**src/rtl/logic_op_engine_if.sv**
```systemverilog
// Request/response bus for logic_op_engine.
// Optional macro LOGIC_OP_PARITY_EN adds the rsp_parity signal.
interface logic_op_engine_if;
  logic       req_valid;
  logic       req_ready;
  logic [7:0] req_a;
  logic [7:0] req_b;
  logic [1:0] req_sel;
  logic       rsp_valid;
  logic       rsp_ready;
  logic [7:0] rsp_data;
  logic       rsp_zero;
`ifdef LOGIC_OP_PARITY_EN
  logic       rsp_parity;

  modport master (
    output req_valid, req_a, req_b, req_sel, rsp_ready,
    input  req_ready, rsp_valid, rsp_data, rsp_zero, rsp_parity
  );
  modport slave (
    input  req_valid, req_a, req_b, req_sel, rsp_ready,
    output req_ready, rsp_valid, rsp_data, rsp_zero, rsp_parity
  );
`else
  modport master (
    output req_valid, req_a, req_b, req_sel, rsp_ready,
    input  req_ready, rsp_valid, rsp_data, rsp_zero
  );
  modport slave (
    input  req_valid, req_a, req_b, req_sel, rsp_ready,
    output req_ready, rsp_valid, rsp_data, rsp_zero
  );
`endif
endinterface

```
**src/rtl/logic_op_engine.sv**
```systemverilog
// Logic-op engine: computes AND/XOR/OR/NOT of 8-bit operands into a 2-entry
// result FIFO with valid/ready handshakes and a completed-response counter.
// Optional macro LOGIC_OP_PARITY_EN adds an even-parity output on the head.
module logic_op_engine #(
  parameter int unsigned CNT_W = 16
) (
  input  logic               clk,
  input  logic               rst_n,
  input  logic               clr,
  logic_op_engine_if.slave   bus,
  output logic [CNT_W-1:0]   op_count
);

  localparam logic [1:0] StEmpty = 2'd0;
  localparam logic [1:0] StOne   = 2'd1;
  localparam logic [1:0] StFull  = 2'd2;

  logic [1:0]       state_q, state_d;
  logic [7:0]       head_q, head_d;
  logic [7:0]       tail_q, tail_d;
  logic             head_we;
  logic             zero_q;
  logic             ready_q;
  logic [CNT_W-1:0] count_q;
  logic [7:0]       result;
  logic             push, pop;

  // clr wins over both push and pop
  assign push = bus.req_valid & ready_q & ~clr;
  assign pop  = (state_q != StEmpty) & bus.rsp_ready & ~clr;

  // Operation decode
  always_comb begin
    result = 8'h00;
    unique case (bus.req_sel)
      2'b00:   result = bus.req_a & bus.req_b;
      2'b01:   result = bus.req_a ^ bus.req_b;
      2'b10:   result = bus.req_a | bus.req_b;
      default: result = ~bus.req_b;
    endcase
  end

  // Occupancy FSM and FIFO entry next-state
  always_comb begin
    state_d = state_q;
    head_d  = head_q;
    tail_d  = tail_q;
    head_we = 1'b0;
    if (clr) begin
      state_d = StEmpty;
    end else begin
      case (state_q)
        StEmpty: begin
          if (push) begin
            state_d = StOne;
            head_d  = result;
            head_we = 1'b1;
          end
        end
        StOne: begin
          if (push && pop) begin
            head_d  = result;
            head_we = 1'b1;
          end else if (push) begin
            state_d = StFull;
            tail_d  = result;
          end else if (pop) begin
            state_d = StEmpty;
          end
        end
        StFull: begin
          // req_ready is low here, so only a pop can happen
          if (pop) begin
            state_d = StOne;
            head_d  = tail_q;
            head_we = 1'b1;
          end
        end
        default: state_d = StEmpty;
      endcase
    end
  end

  // State, buffer, registered ready/zero flags and handshake counter
  always_ff @(posedge clk or negedge rst_n) begin
    if (!rst_n) begin
      state_q <= StEmpty;
      head_q  <= 8'h00;
      tail_q  <= 8'h00;
      zero_q  <= 1'b0;
      ready_q <= 1'b0;
      count_q <= '0;
    end else begin
      state_q <= state_d;
      head_q  <= head_d;
      tail_q  <= tail_d;
      // zero flag tracks writes only, so it stays low out of reset
      if (head_we) zero_q <= (head_d == 8'h00);
      ready_q <= (state_d != StFull);
      if (pop) count_q <= count_q + CNT_W'(1);
    end
  end

  assign bus.req_ready = ready_q;
  assign bus.rsp_valid = (state_q != StEmpty);
  assign bus.rsp_data  = head_q;
  assign bus.rsp_zero  = zero_q;
  assign op_count      = count_q;
`ifdef LOGIC_OP_PARITY_EN
  assign bus.rsp_parity = ^head_q;
`endif

endmodule

```
**src/flat_wrapper.sv**
```systemverilog
// flat-port wrapper written by rule: the top's interface ports become plain ports
module logic_op_engine_flat 
#(
  parameter int unsigned CNT_W = 16
)
  (clk, rst_n, clr, op_count, bus_req_valid, bus_req_a, bus_req_b, bus_req_sel, bus_rsp_ready, bus_req_ready, bus_rsp_valid, bus_rsp_data, bus_rsp_zero);
  logic_op_engine_if bus_i ();
  input  logic clk;
  input  logic rst_n;
  input  logic clr;
  output logic [CNT_W-1:0] op_count;
  input wire logic [$bits(bus_i.req_valid)-1:0] bus_req_valid;
  input wire logic [$bits(bus_i.req_a)-1:0] bus_req_a;
  input wire logic [$bits(bus_i.req_b)-1:0] bus_req_b;
  input wire logic [$bits(bus_i.req_sel)-1:0] bus_req_sel;
  input wire logic [$bits(bus_i.rsp_ready)-1:0] bus_rsp_ready;
  output wire logic [$bits(bus_i.req_ready)-1:0] bus_req_ready;
  output wire logic [$bits(bus_i.rsp_valid)-1:0] bus_rsp_valid;
  output wire logic [$bits(bus_i.rsp_data)-1:0] bus_rsp_data;
  output wire logic [$bits(bus_i.rsp_zero)-1:0] bus_rsp_zero;
  assign bus_i.req_valid = bus_req_valid;
  assign bus_i.req_a = bus_req_a;
  assign bus_i.req_b = bus_req_b;
  assign bus_i.req_sel = bus_req_sel;
  assign bus_i.rsp_ready = bus_rsp_ready;
  assign bus_req_ready = bus_i.req_ready;
  assign bus_rsp_valid = bus_i.rsp_valid;
  assign bus_rsp_data = bus_i.rsp_data;
  assign bus_rsp_zero = bus_i.rsp_zero;
  logic_op_engine #(.CNT_W(CNT_W)) u_core (.clk(clk), .rst_n(rst_n), .clr(clr), .bus(bus_i), .op_count(op_count));
endmodule
```
**config.mk**
```make
export PLATFORM = sky130hd
export DESIGN_NAME = logic_op_engine_flat
export DESIGN_NICKNAME = d
export VERILOG_FILES = /design/src/rtl/logic_op_engine_if.sv /design/src/rtl/logic_op_engine.sv /design/src/flat_wrapper.sv
export SDC_FILE = /design/constraint.sdc
export NUM_CORES = 1
export LEC_CHECK = 0
export CORE_AREA = 5 5 76 78
export DETAILED_ROUTE_END_ITERATION = 8
export DIE_AREA = 0 0 81 83
export PLACE_DENSITY = 0.8
export SYNTH_ARGS = -nofsm -noshare
export SYNTH_HDL_FRONTEND = slang
export SYNTH_SLANG_ARGS = --single-unit
```
**constraint.sdc**
```tcl
create_clock -name clk -period 1.6 [get_ports clk]
set_input_delay 0.48 -clock clk [delete_from_list [all_inputs] [get_ports clk]]
set_output_delay 0.48 -clock clk [all_outputs]
set_load 0.01 [all_outputs]
```
======== After elaboration in Yosys (flattened, before gate mapping) ========
Index checks and enable logic that the tools add are counted.
cells by class
  add/subtract/negate cells ............... 1
  eq/ne operators ......................... 5
  mux-type cells .......................... 18
  bitwise logic cells ..................... 10
  reduce and logical (&&, ||, !) cells .... 6
operator list
  operator                 count
  $pmux W8 S3              2
  $mux W8                  4
  $add A16 B1 Y16 const B  1
  $mux W2                  6
  $and A8 B8 Y8            1
  $logic_not A8 Y1         1
  $not A8 Y8               1
  $or A8 B8 Y8             1
  $xor A8 B8 Y8            1
  $pmux W2 S3              1
  $and A1 B1 Y1            4
  $eq A2 B1 Y1 const B     2
  $eq A2 B2 Y1 const B     2
  $logic_not A2 Y1         2
  $mux W1                  4
  $reduce_and A4 Y1        1
  $pmux W1 S3              1
  $ne A2 B2 Y1 const B     1
  $not A1 Y1               2
  $reduce_bool A2 Y1       1
  $logic_and A1 B1 Y1      1
storage, ports and cells
  bits in registers ....................... 36
  bits of input ports ..................... 23
  output and inout port bits .............. 27
  logic and storage cells ................. 46

======== Longest topological paths before layout ========
  depth after elaboration ................. 9
  gate-level depth with buffers ........... 7
  gate-level depth less buffers ........... 7

======== Worst setup path after synthesis ========
OpenSTA, ideal clock, no wires.
  path kind ............................... input to register
  start point ............................. input port bus_req_b[0]
  end point ............................... register u_core.zero_q (netlist: u_core.bus.rsp_zero)
  arrival ................................. 1.776 ns
  slack ................................... -0.298 ns
  stages .................................. 7
  cells stage by stage .................... inv_1 -> ha_1 -> inv_1 -> mux4_1 -> o221ai_1 -> nor2_1 -> a32o_1
on the way
  word-level cells in the longest chain between the ends .. 6
  elaborated cells between the ends (all ways) .. 10
  classes of those cells .................. 5 x mux; 4 x bitwise; 1 x reduce/logical
RTL lines
  element                               RTL line                                      RTL
  start, declared                       flat_wrapper.sv:14                            input wire logic [$bits(bus_i.req_b)-1:0] bus_req_b;
  $or A8 B8 Y8 (tied with other cells)  logic_op_engine.sv:38                         2'b10: result = bus.req_a | bus.req_b;
  $pmux W8 S3 *                         logic_op_engine.sv:35                         unique case (bus.req_sel)
  $mux W8 (on tied branches)            logic_op_engine.sv:61, logic_op_engine.sv:54
  $pmux W8 S3 *                         logic_op_engine.sv:52                         case (state_q)
  $mux W8 *                             logic_op_engine.sv:49                         if (clr) begin
  named net u_core.head_d[0]            logic_op_engine.sv:19                         logic [7:0] head_q, head_d;
  $logic_not A8 Y1 *                    logic_op_engine.sv:98                         if (head_we) zero_q <= (head_d == 8'h00);
  end signal, assigned                  logic_op_engine.sv:98
  end, declared                         logic_op_engine.sv:22                         logic zero_q;
Mark *: on every way through the listed nets, which the timed path passes. The rest lies on a longest branch.
A chain may end at the register's enable or synchronous reset.

======== Worst setup path after layout ========
  start point ............................. register u_core.state_q[0]
  end point ............................... register u_core.zero_q (netlist: u_core.bus.rsp_zero)
on the way
  word-level cells in the longest chain between the ends .. 8
  elaborated cells between the ends (all ways) .. 16
  classes of those cells .................. 2 x eq/ne; 8 x mux; 2 x bitwise; 4 x reduce/logical
RTL lines
  element                     RTL line               RTL
  start, declared             logic_op_engine.sv:18  logic [1:0] state_q, state_d;
  start signal, assigned      logic_op_engine.sv:87  state_q <= StEmpty;
  start signal, assigned      logic_op_engine.sv:94  state_q <= state_d;
  $reduce_bool A2 Y1          logic_op_engine.sv:30  assign pop = (state_q != StEmpty) & bus.rsp_ready & ~clr;
  $and A1 B1 Y1 (2 in a row)  logic_op_engine.sv:30
  $logic_and A1 B1 Y1         logic_op_engine.sv:61  if (push && pop) begin
  $mux W8                     logic_op_engine.sv:61
  $pmux W8 S3 *               logic_op_engine.sv:52
  $mux W8 *                   logic_op_engine.sv:49
  named net u_core.head_d[5]  logic_op_engine.sv:19
  $logic_not A8 Y1 *          logic_op_engine.sv:98
Marks and branches as above.

==> out/summary.txt <==
Fin Clk Skew: 0.002429 ns
FF-to-FF setup slack: -0.12 ns
Clock Pin Slew Worst Setup and Hold Paths: 0.07 ns
EDFF count, synth: 0
Initial DRC Count: 32
Pleak: 1.742 nW
Mapped Nets: 252
Ys flop type: dfrtp_1
Boundary Pins: 50
Vias in the first global route: 1,825
Seq cells post-synth: 36
Remaining global-route overflow: 0
Setup Total Neg Slack: -0.2264 ns
Synth top area share: 0.4045
Delay-heaviest family, CP: simple AND/OR/NAND/NOR gates
Row count: 26
CP peak stage delay: 0.43 ns
Fillcell total: 411
Syn avg cell area: 10.51 um2
Clock Path Buffers: 2
CORE AREA: 5010 um2
Placed Area: 2978 um2
Crit path buffers/inverters: 2
CTS root buffer: clkbuf_8
Final worst setup slack: -0.1214 ns
CP Capture Type: register
Vias post-DR: 1,816
First-pass GRT wire length: 8.155 mm
Outcome: complete, but fails checks
Most common cell after layout, fill and taps aside: buf_4
Worst slew margin: 0.8286
Vias per cell: 4.843
Max-slew violations: 0
Final Critical Period: 1.721 ns
Count of final hold-check violations: 0
Synth async-reset ratio: 1.000
Final Util: 0.6763
Proportion of layout cells with a drive suffix above 1: 0.4197
Gp weighted congestion: 0.7345
Die footprint: 6723 um2
Final cycle utilization of the critical path: 1.076
I/O Buffers: 49
Peak VDD IR: 0.4243 mV
Ys Warns: 0
Antenna diodes: 0
Clock sink count: 36
H-tree depth: 2
Finished Layout Cells: 375
Global-route usage over all layers: 0.1525
Post-route ant nets: 0
Largest net degree at the start of global routing: 37
Inst Count DP: 350
Critical path cell sequence: buf_6 > nand4bb_4 > o21ai_4 > buf_12 > o221ai_4 > nor4_2 > a32o_1
Detail Placement HPWL: 3.589 mm
Worst-Skew Late Latency: 0.28 ns
Post-synth top area cell: dfrtp_1
Cells after synthesis: 212
Area grow syn2layout: 52.13%
WL/cell: 13.34 um
Critical path launch point type: register
Initial core utilization: 0.4446
NumNets Final: 344
Hold Path Class: register to register
Seq/Total Area, Yosys: 0.4045
Most frequent cells in the layout: buf_4 (38), dfrtp_1 (35), inv_1 (30), dlygate4sd2_1 (26), nand2_1 (23)
Final setup viols: 3
First-pass DRT Iterations: 4
Crit path max fanout: 4
Power per standard cell area: 856.0 nW/um2
Max Cap Viol: 0
RSZ-0062 raised after global routing: yes
Netlist Area Pre-Place: 2227 um2
Failing checks: setup timing
Worst slew pin tran: 0.2560 ns
Critical path type: register to register
Drt drc: 0
Post-Route WL: 5.004 mm
Initial antenna violation count: 0
Slowest-stage cell, CP: dfrtp_2
Final Cell Area: 3388 um2
CTS Buf Count: 5
Max Freq: 0.5809 GHz
Die width: 81 um
Largest cells by area after synthesis: dfrtp_1 (40%), ha_1 (9.6%), mux4_1 (9.4%)
Post-synth cell types: 43
CTS tree: done
Arr. time, crit path: 1.94 ns
CP Data Required Time: 1.82 ns
Die height: 83 um
Yosys cell counts (3+ instances only):
cell,count
inv_1,40
dfrtp_1,36
nand2_1,23
ha_1,17
o21ai_0,11
xnor2_1,10
mux4_1,8
nand3_1,6
nor2_1,5
xor2_1,5
and2_1,4
and3_1,4
o221ai_1,4
a21oi_1,3
buf_6,3
o211ai_1,3
worst register-to-register path: stages, from the launching register on:
cell       delay, ns
dfrtp_2         0.43
buf_6           0.13
nand4bb_4       0.24
o21ai_4         0.11
buf_12          0.15
o221ai_4        0.11
nor4_2          0.30
a32o_1          0.19
registers in the layout (all words and copies together), names as in the netlist:
| signal | count |
|---|---|
| u_core.bus.rsp_zero | 1 |
| u_core.state_q | 2 |
| u_core.bus.req_ready | 1 |
| u_core.bus.rsp_data | 8 |
| u_core.op_count | 16 |
| u_core.tail_q | 8 |
path summary, 6_finish.rpt:
| check | from | endpoint | cells past startpoint |
|---|---|---|---|
| setup / recovery | u_core.state_q[0] | u_core.bus.rsp_zero | 7 |
| setup reg to reg | u_core.state_q[0] | u_core.bus.rsp_zero | 7 |
| hold / removal | u_core.tail_q[3] | u_core.tail_q[3] | 2 |
| min in group asynchronous | rst_n | u_core.op_count[0] | 2 |
| max in group asynchronous | rst_n | u_core.state_q[0] | 2 |
| hold reg to reg | u_core.tail_q[3] | u_core.tail_q[3] | 2 |
routing by layer:
| metal | part of all wire | track usage |
|---|---|---|
| met5 | 0 | 0 |
| met4 | 0.019 | 0.05991 |
| met3 | 0.049 | 0.02597 |
| met2 | 0.51 | 0.2689 |
| met1 | 0.42 | 0.1799 |
where the power goes:
part	internal, W	switching [W]
logic	0.000472	0.000392
clock network	0.000550	0.000317
registers	0.00107	0.000101
cells by family (layout without fill, tap and decap cells):
| family | Yosys count | after routing | share of synthesized area |
|---|---|---|---|
| compound gates | 28 | 28 | 0.08988 |
| xor+xnor | 15 | 15 | 0.05899 |
| fa+ha+maj | 17 | 17 | 0.09550 |
| buf+inv | 49 | 142 | 0.09662 |
| flops | 36 | 36 | 0.4045 |
| mux | 11 | 11 | 0.1084 |
| simple gates | 56 | 56 | 0.1461 |
what timing repair did:
item | 4_1_cts | 5_1_grt
pin swaps | 28 | 24
setup endpoints to repair | 60 | 12
hold endpoints to repair | 0 | 0
buffers inserted | 11 | 7
hold buffers | 0 | 0
gates resized for setup | 132 | 27
layout make-up:
class                   instances  area [um2]  share of cell area
multi-input cells             127        1330              0.3925
well taps                      70       87.58             0.02585
repair buffers                 94       792.0              0.2338
clock buffers                   7       96.34             0.02843
flip-flops and latches         36       902.1              0.2662
inverters                      40       150.1             0.04431
clock inverters                 1       30.03            0.008863
through the flow:
stage / total power (W) / hold slack, ns / setup WS, ns
final: 0.002900 / 0.4827 / -0.1214
after global routing: 0.003067 / 0.5020 / -0.1661
after CTS: 0.002848 / 0.4868 / -0.1506
after detailed placement: 0.001992 / 0.4710 / -0.8394
after global placement: 0.001963 / 0.4519 / -0.8021
after floorplan: 0.001575 / 0.1844 / -0.2383
(Power assumes the default switching activity.)
